## config.mk

```make
export PLATFORM = sky130hd
export DESIGN_NAME = ysyx_25010008_xbar
export DESIGN_NICKNAME = d
export VERILOG_FILES = /design/src/rtl/ysyx_25010008_xbar_pkg.sv /design/src/rtl/ysyx_25010008_xbar_decode.sv /design/src/rtl/ysyx_25010008_xbar.sv
export SDC_FILE = /design/constraint.sdc
export NUM_CORES = 1
export LEC_CHECK = 0
export CORE_MARGIN = 10
export CORE_UTILIZATION = 38
export CTS_BUF_LIST = sky130_fd_sc_hd__clkbuf_8 sky130_fd_sc_hd__clkbuf_16
export CTS_CLUSTER_DIAMETER = 100
export CTS_CLUSTER_SIZE = 25
export DETAILED_ROUTE_END_ITERATION = 16
export PLACE_DENSITY = 0.82
export SLEW_MARGIN = 25
export SYNTH_ARGS = -nofsm -noshare
export SYNTH_HDL_FRONTEND = slang
export SYNTH_SLANG_ARGS = --single-unit
```

## constraint.sdc

```tcl
create_clock -name clock -period 5 [get_ports clock]
set_clock_uncertainty 0.1 [all_clocks]
set_input_delay 1 -clock clock [delete_from_list [all_inputs] [get_ports clock]]
set_output_delay 1 -clock clock [all_outputs]
set_load 0.01 [all_outputs]
```

## src/rtl/ysyx_25010008_xbar_pkg.sv

```systemverilog
// ysyx_25010008_xbar_pkg: shared types and constants for the crossbar.
// Rev 1.0 -- states, target select, CLINT window, AXI response codes.
`default_nettype none

package ysyx_25010008_xbar_pkg;

   typedef enum logic [2:0] {
      IDLE   = 3'd0,
      R_REQ  = 3'd1,
      R_WAIT = 3'd2,
      R_RESP = 3'd3,
      W_REQ  = 3'd4,
      W_WAIT = 3'd5,
      W_RESP = 3'd6
   } xbar_state_t;

   typedef enum logic [1:0] {
      TGT_CLINT = 2'd0,
      TGT_SOC   = 2'd1,
      TGT_ERR   = 2'd2
   } xbar_tgt_t;

   localparam logic [15:0] CLINT_REGION = 16'h0200;
   localparam logic [31:0] CLINT_BASE   = 32'h0200_0048;
   localparam logic [31:0] CLINT_LIMIT  = 32'h0200_004F;

   localparam logic [1:0] RESP_OKAY   = 2'b00;
   localparam logic [1:0] RESP_SLVERR = 2'b10;
   localparam logic [1:0] RESP_DECERR = 2'b11;

endpackage

`default_nettype wire

```

## src/rtl/ysyx_25010008_xbar_decode.sv

```systemverilog
// ysyx_25010008_xbar_decode: maps an address and access direction to a target.
// Rev 1.0
`default_nettype none

module ysyx_25010008_xbar_decode
   import ysyx_25010008_xbar_pkg::*;
(
   input  logic [31:0] i_addr,
   input  logic        i_is_write,
   output xbar_tgt_t   o_tgt
);

   // The whole 0x0200_xxxx page belongs to the CLINT; only mtime is mapped, read-only.
   always_comb begin
      o_tgt = TGT_SOC;
      if (i_addr[31:16] == CLINT_REGION) begin
         if (!i_is_write && (i_addr >= CLINT_BASE) && (i_addr <= CLINT_LIMIT))
            o_tgt = TGT_CLINT;
         else
            o_tgt = TGT_ERR;
      end
   end

endmodule

`default_nettype wire

```

## src/rtl/ysyx_25010008_xbar.sv

```systemverilog
// ysyx_25010008_xbar: single-outstanding AXI4-Lite crossbar, upstream -> CLINT / SoC.
// Rev 1.0 -- optional target timeout and dead-target marking under XBAR_TIMEOUT_EN.
`default_nettype none

module ysyx_25010008_xbar
   import ysyx_25010008_xbar_pkg::*;
#(
   parameter int unsigned TIMEOUT_CYCLES = 255
) (
   input  logic        clock,
   input  logic        reset,
   input  logic [31:0] u_araddr,
   input  logic        u_arvalid,
   output logic        u_arready,
   output logic [31:0] u_rdata,
   output logic [1:0]  u_rresp,
   output logic        u_rvalid,
   input  logic        u_rready,
   input  logic [31:0] u_awaddr,
   input  logic        u_awvalid,
   output logic        u_awready,
   input  logic [31:0] u_wdata,
   input  logic [3:0]  u_wstrb,
   input  logic        u_wvalid,
   output logic        u_wready,
   output logic [1:0]  u_bresp,
   output logic        u_bvalid,
   input  logic        u_bready,
   output logic [31:0] c_araddr,
   output logic        c_arvalid,
   input  logic        c_arready,
   input  logic [31:0] c_rdata,
   input  logic [1:0]  c_rresp,
   input  logic        c_rvalid,
   output logic        c_rready,
   output logic [31:0] s_araddr,
   output logic        s_arvalid,
   input  logic        s_arready,
   input  logic [31:0] s_rdata,
   input  logic [1:0]  s_rresp,
   input  logic        s_rvalid,
   output logic        s_rready,
   output logic [31:0] s_awaddr,
   output logic        s_awvalid,
   input  logic        s_awready,
   output logic [31:0] s_wdata,
   output logic [3:0]  s_wstrb,
   output logic        s_wvalid,
   input  logic        s_wready,
   input  logic [1:0]  s_bresp,
   input  logic        s_bvalid,
   output logic        s_bready
);

   if ((TIMEOUT_CYCLES < 1) || (TIMEOUT_CYCLES > 65535)) begin : g_bad_timeout
      $error("TIMEOUT_CYCLES out of range 1..65535");
   end

   xbar_state_t r_state, w_next;
   xbar_tgt_t   r_tgt, w_dec_tgt;
   logic [31:0] r_addr, r_wdata, r_rdata;
   logic [3:0]  r_wstrb;
   logic [1:0]  r_resp;
   logic        r_aw_done, r_w_done;
   logic        w_rd_acc, w_wr_acc, w_r_cap, w_b_cap, w_aw_hs, w_w_hs;
   logic        w_to, w_dead, w_skip;

   // One decoder serves both channels; a pending read always has priority.
   ysyx_25010008_xbar_decode u_decode (
      .i_addr     (u_arvalid ? u_araddr : u_awaddr),
      .i_is_write (!u_arvalid),
      .o_tgt      (w_dec_tgt)
   );

`ifdef XBAR_TIMEOUT_EN
   logic [15:0] r_cnt;
   logic        r_dead_clint, r_dead_soc;
   logic        w_busy;

   assign w_busy = (r_state == R_REQ) || (r_state == R_WAIT) ||
                   (r_state == W_REQ) || (r_state == W_WAIT);
   assign w_to   = w_busy && (r_cnt == 16'(TIMEOUT_CYCLES));
   assign w_dead = ((w_dec_tgt == TGT_CLINT) && r_dead_clint) ||
                   ((w_dec_tgt == TGT_SOC)   && r_dead_soc);

   always_ff @(posedge clock or posedge reset) begin
      if (reset) begin
         r_cnt        <= '0;
         r_dead_clint <= 1'b0;
         r_dead_soc   <= 1'b0;
      end else begin
         if (w_rd_acc || w_wr_acc)
            r_cnt <= '0;
         else if (w_busy)
            r_cnt <= r_cnt + 16'd1;
         if (w_to && (r_tgt == TGT_CLINT))
            r_dead_clint <= 1'b1;
         if (w_to && (r_tgt == TGT_SOC))
            r_dead_soc <= 1'b1;
      end
   end
`else
   assign w_to   = 1'b0;
   assign w_dead = 1'b0;
`endif

   assign w_skip = (w_dec_tgt == TGT_ERR) || w_dead;

   always_comb begin
      w_next    = r_state;
      u_arready = 1'b0;
      u_awready = 1'b0;
      u_wready  = 1'b0;
      u_rvalid  = 1'b0;
      u_bvalid  = 1'b0;
      c_arvalid = 1'b0;
      c_rready  = 1'b0;
      s_arvalid = 1'b0;
      s_rready  = 1'b0;
      s_awvalid = 1'b0;
      s_wvalid  = 1'b0;
      s_bready  = 1'b0;
      w_rd_acc  = 1'b0;
      w_wr_acc  = 1'b0;
      w_r_cap   = 1'b0;
      w_b_cap   = 1'b0;
      w_aw_hs   = 1'b0;
      w_w_hs    = 1'b0;
      case (r_state)
         IDLE: begin
            u_arready = !reset;
            u_awready = !reset && u_awvalid && u_wvalid && !u_arvalid;
            u_wready  = u_awready;
            w_rd_acc  = u_arready && u_arvalid;
            w_wr_acc  = u_awready;
            if (w_rd_acc)
               w_next = w_skip ? R_RESP : R_REQ;
            else if (w_wr_acc)
               w_next = w_skip ? W_RESP : W_REQ;
         end
         R_REQ: begin
            if (w_to) begin
               w_next = R_RESP;
            end else if (r_tgt == TGT_CLINT) begin
               c_arvalid = 1'b1;
               if (c_arready) w_next = R_WAIT;
            end else begin
               s_arvalid = 1'b1;
               if (s_arready) w_next = R_WAIT;
            end
         end
         R_WAIT: begin
            if (w_to) begin
               w_next = R_RESP;
            end else begin
               c_rready = (r_tgt == TGT_CLINT);
               s_rready = (r_tgt == TGT_SOC);
               w_r_cap  = (c_rready && c_rvalid) || (s_rready && s_rvalid);
               if (w_r_cap) w_next = R_RESP;
            end
         end
         R_RESP: begin
            u_rvalid = 1'b1;
            if (u_rready) w_next = IDLE;
         end
         W_REQ: begin
            if (w_to) begin
               w_next = W_RESP;
            end else begin
               s_awvalid = !r_aw_done;
               s_wvalid  = !r_w_done;
               w_aw_hs   = s_awvalid && s_awready;
               w_w_hs    = s_wvalid && s_wready;
               if ((r_aw_done || w_aw_hs) && (r_w_done || w_w_hs)) w_next = W_WAIT;
            end
         end
         W_WAIT: begin
            if (w_to) begin
               w_next = W_RESP;
            end else begin
               s_bready = 1'b1;
               w_b_cap  = s_bvalid;
               if (w_b_cap) w_next = W_RESP;
            end
         end
         W_RESP: begin
            u_bvalid = 1'b1;
            if (u_bready) w_next = IDLE;
         end
         default: w_next = IDLE;
      endcase
   end

   assign c_araddr = c_arvalid ? r_addr  : '0;
   assign s_araddr = s_arvalid ? r_addr  : '0;
   assign s_awaddr = s_awvalid ? r_addr  : '0;
   assign s_wdata  = s_wvalid  ? r_wdata : '0;
   assign s_wstrb  = s_wvalid  ? r_wstrb : '0;
   assign u_rdata  = r_rdata;
   assign u_rresp  = r_resp;
   assign u_bresp  = r_resp;

   always_ff @(posedge clock or posedge reset) begin
      if (reset) begin
         r_state   <= IDLE;
         r_tgt     <= TGT_CLINT;
         r_addr    <= '0;
         r_wdata   <= '0;
         r_wstrb   <= '0;
         r_rdata   <= '0;
         r_resp    <= RESP_OKAY;
         r_aw_done <= 1'b0;
         r_w_done  <= 1'b0;
      end else begin
         r_state <= w_next;
         if (w_rd_acc || w_wr_acc) begin
            r_addr    <= w_rd_acc ? u_araddr : u_awaddr;
            r_tgt     <= w_dec_tgt;
            r_rdata   <= '0;
            r_aw_done <= 1'b0;
            r_w_done  <= 1'b0;
            r_resp    <= !w_skip ? RESP_OKAY :
                         ((w_dec_tgt == TGT_ERR) ? RESP_DECERR : RESP_SLVERR);
         end
         if (w_wr_acc) begin
            r_wdata <= u_wdata;
            r_wstrb <= u_wstrb;
         end
         if (w_aw_hs) r_aw_done <= 1'b1;
         if (w_w_hs)  r_w_done  <= 1'b1;
         if (w_r_cap) begin
            r_rdata <= (r_tgt == TGT_CLINT) ? c_rdata : s_rdata;
            r_resp  <= (r_tgt == TGT_CLINT) ? c_rresp : s_rresp;
         end
         if (w_b_cap) r_resp <= s_bresp;
         if (w_to) begin
            r_rdata <= '0;
            r_resp  <= RESP_SLVERR;
         end
      end
   end

endmodule

`default_nettype wire
```

# Word-level counts from Yosys, hierarchy flattened
# Index checks and enable logic that the tools add are counted.
[totals]
inputBits = 184
register_bits = 109
romBits = 0
mem_bits_rw = 0
out_inout_bits = 180
latch_bits = 0
n_memories = 0
word_cells = 105
[op_classes]
div_mod_pow = 0
n_mux = 51
eq_ne = 17
n_addsub = 0
n_reduce_logical = 26
bitwise = 0
n_lt_le_gt_ge = 2
multipliers = 0
n_shift = 0
[ops]
columns = ["operator", "count"]
rows = [
  ["$mux W32", 9],
  ["$ge A32 B26 Y1 const B", 1],
  ["$le A32 B26 Y1 const B", 1],
  ["$mux W3", 10],
  ["$mux W1", 21],
  ["$pmux W3 S7", 1],
  ["$mux W2", 9],
  ["$eq A16 B10 Y1 const B", 1],
  ["$logic_and A1 B1 Y1", 11],
  ["$ne A2 B2 Y1 const B", 5],
  ["$eq A3 B3 Y1 const B", 3],
  ["$ne A3 B3 Y1 const B", 3],
  ["$reduce_and A8 Y1", 1],
  ["$eq A3 B2 Y1 const B", 2],
  ["$reduce_bool A2 Y1", 3],
  ["$logic_not A1 Y1", 4],
  ["$logic_or A1 B1 Y1", 4],
  ["$mux W4", 1],
  ["$eq A3 B1 Y1 const B", 1],
  ["$logic_not A3 Y1", 1],
  ["$reduce_bool A3 Y1", 1],
  ["$eq A2 B1 Y1 const B", 1],
  ["$eq A2 B2 Y1 const B", 1],
  ["$logic_not A2 Y1", 1],
]

# Longest topological paths before layout
# Gate-level depths: netlist (run 1).
[depth]
depth_word = 11
mapped_depth = 8
mapped_depth_nobuf = 5

# By module
# From an unflattened synthesis (run 1), not the netlist that was laid out.
[unflattened]
cells_unflattened = 705
hier_area_um2 = 6378.6
[by_module_without_submodules]
columns = ["module", "cells_each", "seq_area_each_um2", "area_each_um2", "instances"]
rows = [
  ["ysyx_25010008_xbar", 693, 2727.6, 6281.0, 1],
  ["ysyx_25010008_xbar_decode", 12, 0.0, 97.6, 1],
]

# Least setup slack after synthesis (run 1)
# No wires, ideal clock.
[synth_timing]
kind = "input port to output port"
startpoint = "input u_arvalid"
endpoint = "output u_wready"
path_slack_ns = 2.009
n_path_buf = 3
cell_stages = 4
t_arrival_ns = 1.891
cell_sequence = "nor4_4 buf_4 buf_6 buf_4"
[synth_between]
elab_chain_len = 3
[synth_lines]
columns = ["element", "line", "source"]
rows = [
  ["start, declared", "ysyx_25010008_xbar.sv:13", "input logic u_arvalid,"],
  ["$logic_not A1 Y1", "ysyx_25010008_xbar.sv:132", "u_awready = !reset && u_awvalid && u_wvalid && !u_arvalid;"],
  ["$logic_and A1 B1 Y1", "ysyx_25010008_xbar.sv:132", ""],
  ["$mux W1", "--", ""],
  ["end, declared", "ysyx_25010008_xbar.sv:25", "output logic u_wready,"],
]
# Every way passes these cells.

# Final worst setup path (run 1)
[layout_timing]
startpoint = "input u_arvalid"
endpoint = "output u_awready"
[layout_between]
elab_chain_len = 3
[layout_lines]
columns = ["element", "line", "source"]
rows = [
  ["$logic_not A1 Y1", "ysyx_25010008_xbar.sv:132", ""],
  ["$logic_and A1 B1 Y1", "ysyx_25010008_xbar.sv:132", ""],
  ["$mux W1", "ysyx_25010008_xbar.sv:129", "case (r_state)"],
  ["end, declared", "ysyx_25010008_xbar.sv:21", "output logic u_awready,"],
]
# Every way passes these cells.

==> results of run 1 <==
layer usage:
metal | vias up | routed length, um
li1 | 2762 | -
met5 | - | 0
met1 | 2773 | 9000
met2 | 208 | 12300
met3 | 21 | 2010
met4 | 0 | 300
through the flow:
stage          instances  hold WS, ns   util  power [mW]  setup slack [ns]
2_1_floorplan        614        0.365      -        2.25              1.03
3_3_place_gp        1153        0.360  0.641        3.13              1.05
5_1_grt             1169        0.402  0.660        4.13             0.997
6_report            1170        0.380  0.661        3.88              1.09
4_1_cts             1169        0.385  0.660        3.93              1.03
3_5_place_dp        1153        0.369  0.641        3.20              1.04
cell usage after synthesis, types with 7 or more instances:
library cell    n
and2_1        134
dfrtp_1       109
nand2_1        72
mux2i_1        65
o21ai_0        54
mux2_2         38
clkbuf_1       31
nor2_1         14
o21ai_1        11
inv_1           8
buf_2           7
nor4_1          7
final timing paths:
check,slack [ns],to,cells after the start,startpoint
max,1.09,u_awready,4,u_arvalid
min,0.38,u_rdata[12],2,u_rdata[12]
max reg2reg,1.89,r_addr[12],5,r_state[1]
min reg2reg,0.38,u_rdata[12],2,u_rdata[12]
max in group asynchronous,2.85,r_wdata[5],3,reset
min in group asynchronous,1.18,r_addr[31],2,reset
cell type report:
| type | instances | area (um^2) | share of cell area |
|---|---|---|---|
| Clock buffer | 9 | 225 | 0.0223 |
| Multi-Input combinational cell | 452 | 3070 | 0.304 |
| Clock inverter | 7 | 68.8 | 0.00680 |
| Inverter | 8 | 32.5 | 0.00322 |
| Timing Repair Buffer | 373 | 3720 | 0.368 |
| Tap cell | 211 | 264 | 0.0261 |
| Sequential cell | 109 | 2730 | 0.270 |
| Antenna cell | 1 | 2.50 | 0.000247 |
placed cells by master, fill, tap and decap left out, types with 2 or more instances in the layout:
cell / n
mux2_2: 38
nor2_4: 2
o21ai_0: 54
nor2_1: 12
a22o_1: 2
inv_1: 9
a32oi_1: 2
buf_4: 9
nand3_1: 4
a21oi_1: 4
clkdlybuf4s50_1: 363
a311oi_1: 2
nor2b_1: 2
mux2i_1: 65
o211ai_1: 2
clkbuf_16: 9
a41oi_1: 2
dfrtp_1: 109
and2_1: 134
clkinvlp_4: 3
nor3_1: 3
a22oi_1: 2
nor4b_1: 2
nand2b_1: 4
a211oi_1: 2
nor4_1: 6
o21ai_1: 11
o22ai_1: 4
nand4_1: 3
nor3b_1: 3
nand2_1: 72
sequential cells by signal, indices dropped and copies added (netlist names):
| name | flops |
|---|---|
| r_addr | 32 |
| r_aw_done | 1 |
| r_state | 3 |
| r_tgt | 2 |
| r_w_done | 1 |
| r_wdata | 32 |
| r_wstrb | 4 |
| u_bresp | 2 |
| u_rdata | 32 |
critical path, delay by kind of cell:
kind          cells  cell delay [ns]
simple gates      1             0.53
buf+inv           3             1.28
logic make-up (layout without fill, tap and decap cells):
family | count (synthesis) | in the layout
AOI/OAI and AO/OA | 90 | 90
buffers and inverters | 53 | 397
DFF | 109 | 109
muxes | 103 | 103
other | 0 | 1
and+or+nand+nor | 259 | 259
power by group:
group	switching (mW)	internal, mW	leakage (nW)
registers	0.290	1.24	1.39
logic	0.709	0.918	2.44
clock network	0.333	0.386	0.140
==> impl_metrics.tcl, run 1 <==
set metrics [dict create \
    peakVddDrop_mv 0.296 \
    p_per_area_nw_per_um2 384 \
    insertion_delay_ns 0.35 \
    crit_chain "clkdlybuf4s50_1 > buf_4 > nor4_4 > clkdlybuf4s50_1" \
    io_pins 364 \
    rows 45 \
    top_usage_layer "met2" \
    drt_iter0_markers 266 \
    worstPathMaxFanout 14 \
    grt_start_max_net_pins 66 \
    ys_seq_area_frac 0.455 \
    tns_ns 0 \
    grt_usage 0.213 \
    ys.flop_type "dfrtp_1" \
    startpoint_type "input pin" \
    worstPathRequired_ns 3.90 \
    viasPerCell 4.93 \
    routabilityCongestion 0.838 \
    synth_top_family_by_area "simple AND/OR/NAND/NOR gates" \
    postRouteAntennaNets 0 \
    fp.dieH_um 146 \
    cpPeakStageDelay_ns 0.69 \
    synth_top_cell_by_area "dfrtp_1" \
    synth_fp_nets 798 \
    synth.avg_cell_area_um2 9.76 \
    use_met1 0.229 \
    wl_um 23600 \
    met3_usage 0.0866 \
    worstSetupPathType "input pin to output port" \
    cts_max_path_buffers 2 \
    dr.pass1.iters 4 \
    yosys_warnings 0 \
    max_slew.worst_pin.slew_ns 0.959 \
    dpl_cell_area_um2 9820 \
    clockRootBuffer "clkbuf_16" \
    arrival_ns 2.81 \
    cts_buffers 9 \
    hold_buffers 0 \
    dieArea_um2 21200 \
    grt_pass1_vias 5942 \
    wire_per_inst_um 20.2 \
    antenna_found_initial 1 \
    clkSinkCount 109 \
    fillerInstances 1305 \
    synth_cell_types 41 \
    end_kind "output port" \
    synthMuxAreaShare 0.180 \
    final_net_count 1137 \
    outcome "finished, final reports clean" \
    htree_levels 3 \
    grt_pass1_wl_um 35800 \
    synth_compound_area_frac 0.0852 \
    synthAdderAreaFrac 0 \
    synth-async-reset-ratio 1.00 \
    cts_tree "done" \
    areaGrowthSynthToFinish_pct 68.8 \
    final_layout_size_suffix_gt1_frac 0.0752 \
    post_cts_buffers 0 \
    period_minus_slack_ns 3.91 \
    dp_hpwl_um 18900 \
    critical_path.slowest_cell "clkdlybuf4s50_1" \
    crit_top_cell "clkdlybuf4s50_1" \
    synth-edff-count 0 \
    ys_ff_latch 109 \
    drc 0 \
    fin_area_um2 10100 \
    p_leak_nw 3.97 \
    core_area_um2 15300 \
    drv_cap 0 \
    synthTopCellsByArea "dfrtp_1 (46%), and2_1 (14%), mux2i_1 (11%), mux2_2 (7.1%), nand2_1 (4.5%)" \
    io_buffers 363 \
    rsz0062_at_grt "no" \
    drv_slew 0 \
    hold_path.class "flop to flop" \
    yosys.area_share.simple 0.240 \
    period_share 0.783 \
    vias 5764 \
    setup_viol 0 \
    synthCells 614 \
    syn_area_um2 5990 \
    hold_violations 0 \
    netlist.area_leader.share 0.455 \
    grt.met2_usage 0.385 \
    clk_pin_slew_ns 0.07 \
    fmax_mhz 256 \
    slew-limit-headroom 0.361 \
    initial_core_util 0.391 \
    postCtsResizedCells 0 \
    synth-xor-area-share 0 \
    overflow 0 \
    fp.dieW_um 146 \
]
Power figures use the tool's default switching activity.
==> run 2: changes to the inputs <==
==> constraint.sdc (replaced) <==
create_clock -name clock -period 3.98 [get_ports clock]
set_clock_uncertainty 0.1 [all_clocks]
set_input_delay 0.796 -clock clock [delete_from_list [all_inputs] [get_ports clock]]
set_output_delay 0.796 -clock clock [all_outputs]
set_load 0.01 [all_outputs]
==> run 2 against run 1 <==
Against the previous run: worst setup slack lost 0.59 ns; total power is 26% higher; flip-flop and latch count unchanged; via count grew 0.43%; final area grew 0.25%; core utilization increased by 0.16 points; global-route usage up 0.15 points; non-clock buffer count is 3 higher; wire length increased by 1.3%; combinational power rose by 26%; first-iteration DRC count is 15% lower; clock power up 28%.
==> impl_metrics.tcl, run 2 (synthesis results as in run 1) <==
set metrics [dict create \
    cts_tree "done" \
    areaGrowthSynthToFinish_pct 69.2 \
    fin_area_um2 10100 \
    io_pins 364 \
    arrival_ns 2.59 \
    fin_util 0.662 \
    worstSetupPathType "flop to output port" \
    cts_buffers 9 \
    postCtsResizedCells 0 \
    final_common_cell "clkdlybuf4s50_1" \
    grt_pass1_vias 5871 \
    slew-limit-headroom 0.482 \
    setup_slack_ns 0.498 \
    period_share 0.875 \
    p_per_area_nw_per_um2 483 \
    postRouteAntennaNets 0 \
    max_slew.worst_pin.slew_ns 0.777 \
    final_layout_size_suffix_gt1_frac 0.0791 \
    peakVddDrop_mv 0.423 \
    clk_pin_slew_ns 0.07 \
    hold_violations 0 \
    final_net_count 1140 \
    routabilityCongestion 0.830 \
    dp_hpwl_um 19200 \
    critPathCapture "u_awready" \
    wire_per_inst_um 20.4 \
    grt_usage 0.214 \
    r2r-end "r_wdata[19]" \
    r2r-start "r_state[1]" \
    hold_buffers 0 \
    end_kind "output port" \
    clockRootBuffer "clkbuf_16" \
    holdWs_ns 0.381 \
    grt_pass1_wl_um 36000 \
    dpl_cell_area_um2 9840 \
    dr.pass1.iters 4 \
    vias 5789 \
    drv_cap 0 \
    worstPathRequired_ns 3.08 \
    reg2reg_depth 4 \
    htree_levels 3 \
    rsz0062_at_grt "no" \
    insertion_delay_ns 0.35 \
    fmax_mhz 287 \
    hold_path.class "flop to flop" \
    regToRegSetupSlack_ns 1.09 \
    startpoint_type "flop" \
    antenna_found_initial 1 \
    grt_start_max_net_pins 68 \
    setup_viol 0 \
    worstPathMaxFanout 15 \
    fp.dieH_um 146 \
    io_buffers 363 \
    period_minus_slack_ns 3.48 \
    p_leak_nw 3.99 \
    tns_ns 0 \
    mostFrequentLayoutCells "clkdlybuf4s50_1 (363), and2_1 (134), dfrtp_1 (109)" \
    post_cts_buffers 0 \
    dieArea_um2 21200 \
    drv_slew 0 \
    core_area_um2 15300 \
    dp_slack_ns 0.530 \
    viasPerCell 4.94 \
    initial_core_util 0.391 \
    rows 45 \
    fp.dieW_um 146 \
    clkSinkCount 109 \
    drt_iter0_markers 225 \
    drc 0 \
    cts_max_path_buffers 2 \
    startpoint "r_state[1]" \
    outcome "finished, final reports clean" \
    overflow 0 \
    wl_um 23900 \
]
[run 2: layer usage]
metal / wire length (um) / share of wire / GRT usage
met3: 2030 / 0.085 / 0.0919
met1: 9290 / 0.39 / 0.236
met2: 12200 / 0.51 / 0.376
met5: 0 / 0 / 0
met4: 345 / 0.014 / 0.0435
[run 2: worst min path at each step]
stage | from | endpoint | slack [ns] | depth (start not counted)
floorplan | r_addr[24] | r_addr[24] | 0.37 | 2
global placement | u_rdata[20] | u_rdata[20] | 0.36 | 2
detailed placement | u_rdata[12] | u_rdata[12] | 0.37 | 2
CTS | u_rdata[12] | u_rdata[12] | 0.39 | 2
global route | u_rdata[29] | u_rdata[29] | 0.41 | 2
finish | u_rdata[22] | u_rdata[22] | 0.38 | 2
[run 2: area by class of cell]
type	count	area, um^2
diodes	1	2.50
clock buffers	10	239
clock inverters	6	62.6
fillers	1259	5170
inverters	8	32.5
multi-input cells	452	3070
flip-flops and latches	109	2730
well taps	211	264
repair buffers	376	3740
[run 2: critical path: stages, from the launching register on]
cell and delay, ns:
dfrtp_1 0.55, or3_1 0.54, nor4_4 0.45, clkdlybuf4s50_1 0.69
[run 2: power by group]
part | switching (mW) | internal, mW
clock | 0.419 | 0.503
sequential | 0.369 | 1.56
combinational | 0.891 | 1.16
[run 2: per-stage QoR]
| stage | cells | total power, mW |
|---|---|---|
| after floorplan | 614 | 2.82 |
| after global placement | 1156 | 3.94 |
| after detailed placement | 1156 | 4.02 |
| after CTS | 1172 | 4.95 |
| after global routing | 1172 | 5.21 |
| final | 1173 | 4.90 |
==> run 3: changes to the inputs <==
--- a/config.mk
+++ b/config.mk
@@ -6,7 +6,7 @@
 export NUM_CORES = 1
 export LEC_CHECK = 0
 export CORE_MARGIN = 10
-export CORE_UTILIZATION = 38
+export CORE_UTILIZATION = 39
 export CTS_BUF_LIST = sky130_fd_sc_hd__clkbuf_8 sky130_fd_sc_hd__clkbuf_16
 export CTS_CLUSTER_DIAMETER = 100
 export CTS_CLUSTER_SIZE = 25
@@ -15,4 +15,5 @@
 export SLEW_MARGIN = 25
 export SYNTH_ARGS = -nofsm -noshare
 export SYNTH_HDL_FRONTEND = slang
+export SYNTH_HIERARCHICAL = 1
 export SYNTH_SLANG_ARGS = --single-unit
==> run 3 against run 2 <==
Against the previous run: first-iteration DRC count grew 76%; flip-flop and latch count is the same; global-route usage grew 0.69 points; total power is essentially flat; cell count grew 7.9%; clock power shrank 2.6%; sequential power is essentially flat; synthesized cell count grew 15%; largest cell class unchanged.
==> impl_metrics.tcl, run 3 <==
set metrics [dict create \
    outcome "finished, final reports clean" \
    htree_levels 3 \
    dp_hpwl_um 19900 \
    ys_ff_latch 109 \
    insertion_delay_ns 0.35 \
    worstPathMaxFanout 33 \
    synth.most_common_cell "nand2_1" \
    ys.flop_type "dfrtp_1" \
    clk_pin_slew_ns 0.07 \
    mostFrequentLayoutCells "clkdlybuf4s50_1 (362), nand2_1 (174), and2_1 (134)" \
    synthTopCellsByArea "dfrtp_1 (43%), and2_1 (13%), nand2_1 (10%), mux2i_1 (9.7%), mux2_2 (6.5%)" \
    routabilityCongestion 0.833 \
    cp_top_family "buffers and inverters" \
    yosys_warnings 6 \
    drt_iter0_markers 396 \
    clockRootBuffer "clkbuf_16" \
    cts_tree "done" \
    hold_violations 0 \
    cpPeakStageDelay_ns 0.55 \
    dr_wl_met2_um 13000 \
    yosys-top-cells-count "nand2_1 (174), and2_1 (135), dfrtp_1 (109), mux2i_1 (62), o21ai_0 (47)" \
    total_power_mw 4.90 \
    netlist.area_leader.share 0.428 \
    synthCells 705 \
    final_net_count 1228 \
    syn_area_um2 6380 \
    p_leak_nw 4.43 \
    clkSinkCount 109 \
    initial_core_util 0.400 \
    top_layer "met4" \
    rows 46 \
    core_area_um2 15900 \
    setup_viol 0 \
    io_buffers 363 \
    rsz0062_at_grt "no" \
    final_common_cell "clkdlybuf4s50_1" \
    dieArea_um2 21900 \
    p_per_area_nw_per_um2 468 \
    peakVddDrop_mv 0.234 \
    arrival_ns 2.63 \
    m1WireLength_um 9320 \
    wl_met3_um 2110 \
    synth-edff-count 0 \
    postCtsResizedCells 0 \
    crit_chain "or3b_1 > nor3_2 > buf_4 > and2_1 > clkdlybuf4s50_1" \
    synth.avg_cell_area_um2 9.05 \
    synth_cell_types 50 \
    period_share 0.885 \
    tns_ns 0 \
    period_minus_slack_ns 3.52 \
    dpl_cell_area_um2 10200 \
    worstPathRequired_ns 3.08 \
    grt_pass1_vias 6354 \
    slew-limit-headroom 0.469 \
    ys_seq_area_frac 0.428 \
    grt_usage 0.221 \
    drv_slew 0 \
    hold_path.class "flop to flop" \
    overflow 0 \
    areaGrowthSynthToFinish_pct 64.1 \
    fp.dieH_um 148 \
    critical_path.slowest_cell "dfrtp_1" \
    drc 0 \
    fp.dieW_um 148 \
    grt_pass1_wl_um 38100 \
    cts_max_path_buffers 2 \
    fin_area_um2 10500 \
    wl_um 25000 \
    io_pins 364 \
    final_layout_size_suffix_gt1_frac 0.0810 \
    viasPerCell 4.91 \
    drv_cap 0 \
    end_kind "output port" \
    vias 6212 \
    dr.pass1.iters 4 \
    synth_top_cell_by_area "dfrtp_1" \
    startpoint_type "flop" \
    grt_start_max_net_pins 62 \
    wire_per_inst_um 19.8 \
    synth_fp_nets 889 \
    hold_buffers 0 \
    worstSetupPathType "flop to output port" \
    cp.buffers_inverters 2 \
    synth-async-reset-ratio 1.00 \
    fmax_mhz 284 \
    cts_buffers 9 \
    antenna_found_initial 1 \
    post_cts_buffers 0 \
    postRouteAntennaNets 0 \
    max_slew.worst_pin.slew_ns 0.796 \
]
==> run 3: changes by cell type in the layout (fill, tap and decap cells not counted), moves of 3 or more <==
| cell | previous run | this run |
|---|---|---|
| a222oi_1 | 0 | 5 |
| buf_4 | 12 | 16 |
| mux2i_1 | 65 | 62 |
| nand2_1 | 72 | 174 |
| nor2_1 | 12 | 4 |
| o21ai_0 | 54 | 47 |
| o21ai_1 | 11 | 16 |
==> run 3: worst reg2reg max path: cells and delay by family (launching register included) <==
kind / cells / cell delay [ns]
DFF: 1 / 0.49
and+or+nand+nor: 2 / 0.81
buffers and inverters: 1 / 0.22
muxes: 1 / 0.23
AOI/OAI and AO/OA: 1 / 0.30
==> run 3: kinds of logic (layout without fill, tap and decap cells) <==
logic type | count (synthesis) | count (layout) | share of synthesized area
and+or+nand+nor | 346 | 346 | 0.278
DFF | 109 | 109 | 0.428
muxes | 99 | 99 | 0.163
AOI/OAI and AO/OA | 90 | 90 | 0.0857
buffers and inverters | 61 | 405 | 0.0463
other | 0 | 1 | 0
==> run 3: per-layer routing <==
metal	up-vias	global-route usage
li1	3018	-
met1	2907	0.246
met2	257	0.390
met3	30	0.0714
met4	0	0.0738
met5	-	0
==> run 3: final cells by class <==
cell class	instances	area, um^2
Fill cell	1351	5470
Timing Repair Buffer	380	3770
Multi-Input combinational cell	535	3370
Sequential cell	109	2730
Tap cell	216	270
Clock buffer	9	225
Clock inverter	7	66.3
Inverter	9	38.8
Antenna cell	1	2.50
==> run 3: power breakdown <==
part           internal, mW  switching [mW]  leakage [nW]
Clock                 0.485           0.413         0.144
Combinational          1.09           0.986          2.90
Sequential             1.58           0.352          1.39
Total                  3.15            1.75          4.43
==> run 3: metrics by stage <==
stage	utilization	hold WS, ns	setup WS (ns)	instances
detailed placement	0.638	0.354	0.345	1249
floorplan	-	0.337	0.128	705
global route	0.657	0.391	0.327	1266
global placement	0.638	0.349	0.434	1249
finish	0.657	0.366	0.459	1266
CTS	0.657	0.373	0.425	1265
==> run 3: final timing paths <==
check,start,endpoint,slack (ns),cells past startpoint
worst max register to register,r_state[2],u_bresp[0],1.72,5
worst max-delay path,r_state[1],c_araddr[3],0.46,5
min in group asynchronous,reset,u_rdata[27],1.02,3
max in group asynchronous,reset,r_wdata[20],2.18,3
worst min register to register,r_wstrb[1],r_wstrb[1],0.37,2
worst min-delay path,r_wstrb[1],r_wstrb[1],0.37,2
